`src/rtl/sc_reg_nivel_ctrl.sv`:
```
// Level register/controller: edge-triggered up/down stepping, clear, clamped load, change pulse.
// Optional step cooldown enabled by defining SC_REG_NIVEL_COOLDOWN_EN.
module sc_reg_nivel_ctrl #(
   parameter int NIVEL_DATAWIDTH = 3,
   parameter int NIVEL_MAX       = 5,
   parameter int NIVEL_INIT      = 0,
   parameter int NIVEL_WRAP      = 0,
   parameter int COOLDOWN_CYCLES = 4
) (
   input  logic                       SC_RegNIVEL_CLOCK_50,
   input  logic                       SC_RegNIVEL_RESET_InHigh,
   input  logic                       SC_RegNIVEL_clear_InLow,
   input  logic                       SC_RegNIVEL_load_InLow,
   input  logic [NIVEL_DATAWIDTH-1:0] SC_RegNIVEL_data_InBUS,
   input  logic                       SC_RegNIVEL_up_InLow,
   input  logic                       SC_RegNIVEL_down_InLow,
   output logic [NIVEL_DATAWIDTH-1:0] SC_RegNIVEL_data_OutBUS,
   output logic                       SC_RegNIVEL_changed_OutHigh,
   output logic                       SC_RegNIVEL_max_OutHigh,
   output logic                       SC_RegNIVEL_min_OutHigh,
   output logic                       SC_RegNIVEL_busy_OutHigh
);

   localparam int W = NIVEL_DATAWIDTH;
   localparam logic [W-1:0] MAX_V  = W'(NIVEL_MAX);
   localparam logic [W-1:0] INIT_V = W'(NIVEL_INIT);
   localparam logic [W-1:0] ZERO_V = '0;
   localparam logic [W-1:0] ONE_V  = W'(1);

   logic [W-1:0] levelReg, levelNext, levelStep;
   logic         changedReg;
   logic         upPrevReg, downPrevReg;
   logic         upEvent, downEvent, stepAllowed, stepTaken;

`ifdef SC_REG_NIVEL_COOLDOWN_EN
   localparam int CW = $clog2(COOLDOWN_CYCLES + 1);
   localparam logic [CW-1:0] CD_LOAD = CW'(COOLDOWN_CYCLES);
   logic [CW-1:0] cntReg, cntNext;

   // A count of 1 expires at this very edge, so a new step may already be taken.
   assign stepAllowed = (cntReg <= CW'(1));

   always_comb begin
      cntNext = cntReg;
      if (!SC_RegNIVEL_clear_InLow)
         cntNext = '0;
      else if (stepTaken)
         cntNext = CD_LOAD;
      else if (cntReg != '0)
         cntNext = cntReg - CW'(1);
   end

   always_ff @(posedge SC_RegNIVEL_CLOCK_50 or posedge SC_RegNIVEL_RESET_InHigh) begin
      if (SC_RegNIVEL_RESET_InHigh)
         cntReg <= '0;
      else
         cntReg <= cntNext;
   end

   assign SC_RegNIVEL_busy_OutHigh = (cntReg != '0);
`else
   assign stepAllowed = 1'b1;
   // Constant-false expression keeps the cooldown parameter referenced in this build.
   assign SC_RegNIVEL_busy_OutHigh = (COOLDOWN_CYCLES < 0);
`endif

   assign upEvent   = upPrevReg   & ~SC_RegNIVEL_up_InLow;
   assign downEvent = downPrevReg & ~SC_RegNIVEL_down_InLow;

   always_comb begin
      levelStep = levelReg;
      if (stepAllowed && upEvent && !downEvent) begin
         if (levelReg == MAX_V)
            levelStep = (NIVEL_WRAP != 0) ? ZERO_V : levelReg;
         else
            levelStep = levelReg + ONE_V;
      end else if (stepAllowed && downEvent && !upEvent) begin
         if (levelReg == ZERO_V)
            levelStep = (NIVEL_WRAP != 0) ? MAX_V : levelReg;
         else
            levelStep = levelReg - ONE_V;
      end
   end

   always_comb begin
      levelNext = levelStep;
      if (!SC_RegNIVEL_clear_InLow)
         levelNext = INIT_V;
      else if (!SC_RegNIVEL_load_InLow)
         levelNext = (SC_RegNIVEL_data_InBUS > MAX_V) ? MAX_V : SC_RegNIVEL_data_InBUS;
   end

   // Only a step that actually moves the level counts (saturated no-ops do not).
   assign stepTaken = SC_RegNIVEL_clear_InLow & SC_RegNIVEL_load_InLow & (levelStep != levelReg);

   always_ff @(posedge SC_RegNIVEL_CLOCK_50 or posedge SC_RegNIVEL_RESET_InHigh) begin
      if (SC_RegNIVEL_RESET_InHigh) begin
         levelReg    <= INIT_V;
         changedReg  <= 1'b0;
         upPrevReg   <= 1'b1;
         downPrevReg <= 1'b1;
      end else begin
         levelReg    <= levelNext;
         changedReg  <= (levelNext != levelReg);
         upPrevReg   <= SC_RegNIVEL_up_InLow;
         downPrevReg <= SC_RegNIVEL_down_InLow;
      end
   end

   assign SC_RegNIVEL_data_OutBUS     = levelReg;
   assign SC_RegNIVEL_changed_OutHigh = changedReg;
   assign SC_RegNIVEL_max_OutHigh     = (levelReg == MAX_V);
   assign SC_RegNIVEL_min_OutHigh     = (levelReg == ZERO_V);

endmodule
```
`config.mk`:
```
export PLATFORM = sky130hd
export DESIGN_NAME = sc_reg_nivel_ctrl
export DESIGN_NICKNAME = d
export VERILOG_FILES = /design/src/rtl/sc_reg_nivel_ctrl.sv
export SDC_FILE = /design/constraint.sdc
export NUM_CORES = 1
export LEC_CHECK = 0
export CORE_ASPECT_RATIO = 1.2
export CORE_MARGIN = 8
export CORE_UTILIZATION = 35
export CTS_CLUSTER_SIZE = 25
export DETAILED_ROUTE_END_ITERATION = 6
export SETUP_SLACK_MARGIN = 0.15
export SLEW_MARGIN = 0
export SYNTH_ARGS = -nofsm -noshare
export SYNTH_HDL_FRONTEND = slang
export SYNTH_SLANG_ARGS = --single-unit
```
`constraint.sdc`:
```
create_clock -name SC_RegNIVEL_CLOCK_50 -period 2.2 [get_ports SC_RegNIVEL_CLOCK_50]
set_clock_uncertainty 0.15 [all_clocks]
set_input_delay 0.44 -clock SC_RegNIVEL_CLOCK_50 [delete_from_list [all_inputs] [get_ports SC_RegNIVEL_CLOCK_50]]
set_output_delay 0.44 -clock SC_RegNIVEL_CLOCK_50 [all_outputs]
set_load 0.01 [all_outputs]
```
==> results.ini <==
[place]
place_ws_ns=0.0169
gp_congestion=0.795
hpwl_mm=1.16
numPortBuffers=14

[detailed_routing]
routed_wl_mm=1.52
postRouteAntennaNets=0
drt_iter0_markers=14
route.detailed.drc=0
first_pass_iters=4
wl_per_cell_um=14.6
vias=547
via_per_inst=5.26

[clocking]
h-tree-depth=1
root_buffer=clkbuf_4
cts.hold.buffers_added=0
cts_max_path_buffers=2
cts_buffers=3
clock_latency_ns=0.26
cts_tree=built
clk_pin_slew_ns=0.05
clkSinkCount=6

[die]
fp.dieH_um=59.6
io-pin-count=16
dieArea_um2=3120
core_um2=1460
die_w_um=52.4
row_count=15
initial_utilization_pct=37.9

[setup_path]
cp_cell_sequence=inv_2 > buf_4 > ha_1 > nor2b_2 > or3_4 > mux2_4 > o21ai_1 > o32ai_1
required_ns=2.18
critPathBufInv=2
slowest_delay_ns=0.36
crit_path_max_fanout=5
worst_path_dominant_cell_family=simple AND/OR/NAND/NOR gates
path_class=flop to flop
critPathArrivalTime_ns=1.96
start_kind=flop
worstSetupEndpointType=flop
slowest_stage=dfrtp_1

[logic_synthesis]
yosys_warnings=0
syn_inst=63
seq_area_frac_synth_pct=27.5
synth-async-reset-ratio_pct=100
yosys-top-cells-count=a21oi_1, inv_1, o21ai_0
synth_area_leaders=dfrtp_1, dfstp_2, ha_1
ys.flop_type=dfrtp_1
syn_nets=76
yosysMostFrequentCell=a21oi_1
netlist.area_leader.share_pct=18.0
ys_types=31
synth_seq_cells=6
yosysTopAreaCell=dfrtp_1
synth_area_um2=556
postSynthAreaPerCell_um2=8.82
synth_enable_flop_cells=0

[cells_and_area]
final_util_pct=53.8
insertedDiodeCount=0
synthToLayoutAreaGrowth_pct=41.7
final_nets=101
fill_cells=146
layout-drive-gt1-share_pct=29.9

[flow_run]
max_cap_violations=0

[pwr]
clock_power_share_pct=28.6
p_int_mw=0.274
switching_share_pct=31.3
combinationalPowerShare_pct=38.7
pwr_density_cell_nw_per_um2=507
p_sw_mw=0.125
peakVddDrop_mv=0.197
p_leak_nw=0.357
power_frac_seq_pct=32.7
finalPower_mw=0.399

[global_routing]
overflow=0
grtUsageTotal_pct=10.8
grt_use_met3_pct=2.76
top_usage_layer=met2
antenna_found_initial=0
grt_pass1_wl_mm=2.49
grt_max_degree=7
grtUsageMet2_pct=17.5
grtUsageMet1_pct=11.3
first_global_vias=582

[timing]
rsz0062_at_grt=no
setup_slack_ns=0.223
finalMaxSlewViolations=0
fin_tns_setup_ns=0
finalCritPeriodShare_pct=89.9
finalCriticalPeriod_ns=1.98
fmax_ghz=0.506
setup_viol=0
hold_viol=0

[min_path]
hp-class=input pin to async pin

[status]
outcome=complete, no violations

==> routing by layer <==
| layer | up-vias | routed length (um) |
|---|---|---|
| met1 | 249 | 624 |
| li1 | 275 | - |
| met4 | 0 | 40 |
| met2 | 19 | 748 |
| met3 | 4 | 106 |
| met5 | - | 0 |
==> power groups by stage <==
stage                     registers, mW  clock network [mW]  logic, mW
after global routing              0.131               0.121      0.169
after global placement            0.134                   0      0.146
after floorplan                   0.136                   0     0.0801
after CTS                         0.130               0.117      0.155
final                             0.130               0.114      0.154
after detailed placement          0.134                   0      0.146
==> final timing paths <==
kind	start	endpoint	slack (ns)	depth (start not counted)
worst max-delay path	SC_RegNIVEL_data_OutBUS[1]	SC_RegNIVEL_data_OutBUS[1]	0.22	8
worst min-delay path	SC_RegNIVEL_RESET_InHigh	SC_RegNIVEL_data_OutBUS[1]	0.25	2
worst max register to register	SC_RegNIVEL_data_OutBUS[1]	SC_RegNIVEL_data_OutBUS[1]	0.22	8
worst min register to register	SC_RegNIVEL_data_OutBUS[2]	SC_RegNIVEL_changed_OutHigh	0.50	1
max in group asynchronous	SC_RegNIVEL_RESET_InHigh	downPrevReg	1.38	2
min in group SC_RegNIVEL_CLOCK_50	SC_RegNIVEL_down_InLow	downPrevReg	0.49	1
==> layout by cell type (no fill, tap or decap), drive strengths merged, types with 3 or more instances in the layout <==
cell / instances
clkdlybuf4s50: 12
buf: 9
ha: 4
nand2: 5
inv: 6
clkbuf: 5
a21oi: 7
o21ai: 6
nand3: 3
dfrtp: 4
==> cells by family after synthesis <==
kind of cell / Yosys count / synth area share, %
AO/OA/AOI/OAI: 22 / 25.7
XOR/XNOR: 1 / 1.58
adder cells (fa/ha/maj): 4 / 9.01
buffers and inverters: 9 / 8.33
flip-flops: 6 / 27.5
multiplexers: 3 / 6.31
other: 1 / 0.675
AND/OR/NAND/NOR: 17 / 20.9
==> metrics by stage <==
step / std cells / hold WS (ns) / area [um^2]
after detailed placement: 97 / 0.496 / 739
final: 104 / 0.254 / 787
after CTS: 104 / 0.256 / 786
after global placement: 97 / 0.485 / 739
after global routing: 104 / 0.308 / 787
after floorplan: 63 / 0.0794 / 557
==> worst reg2reg max path, stage by stage (launching register included) <==
cell and delay, ns:
dfrtp_1 0.36, inv_2 0.05, buf_4 0.15, ha_1 0.18, nor2b_2 0.16, or3_4 0.36
mux2_4 0.27, o21ai_1 0.08, o32ai_1 0.10
==> flip-flops by register name, summed over array words and instances, names as in the netlist <==
name / cells
SC_RegNIVEL_data_OutBUS: 3
SC_RegNIVEL_changed_OutHigh: 1
upPrevReg: 1
downPrevReg: 1
==> final cells by class <==
| cell class | instances | area (um^2) | share of cell area [%] |
|---|---|---|---|
| repair buffers | 23 | 201 | 25.6 |
| inverters | 6 | 22.5 | 2.86 |
| multi-input cells | 48 | 362 | 45.9 |
| clock buffers | 4 | 26.3 | 3.34 |
| well taps | 17 | 21.3 | 2.70 |
| flip-flops and latches | 6 | 154 | 19.6 |
==> what timing repair did <==
item	in CTS	in global routing
pin swaps	0	1
setup buffers	3	0
setup endpoints to repair	2	2
resized for setup	3	3
(Power assumes the default switching activity.)
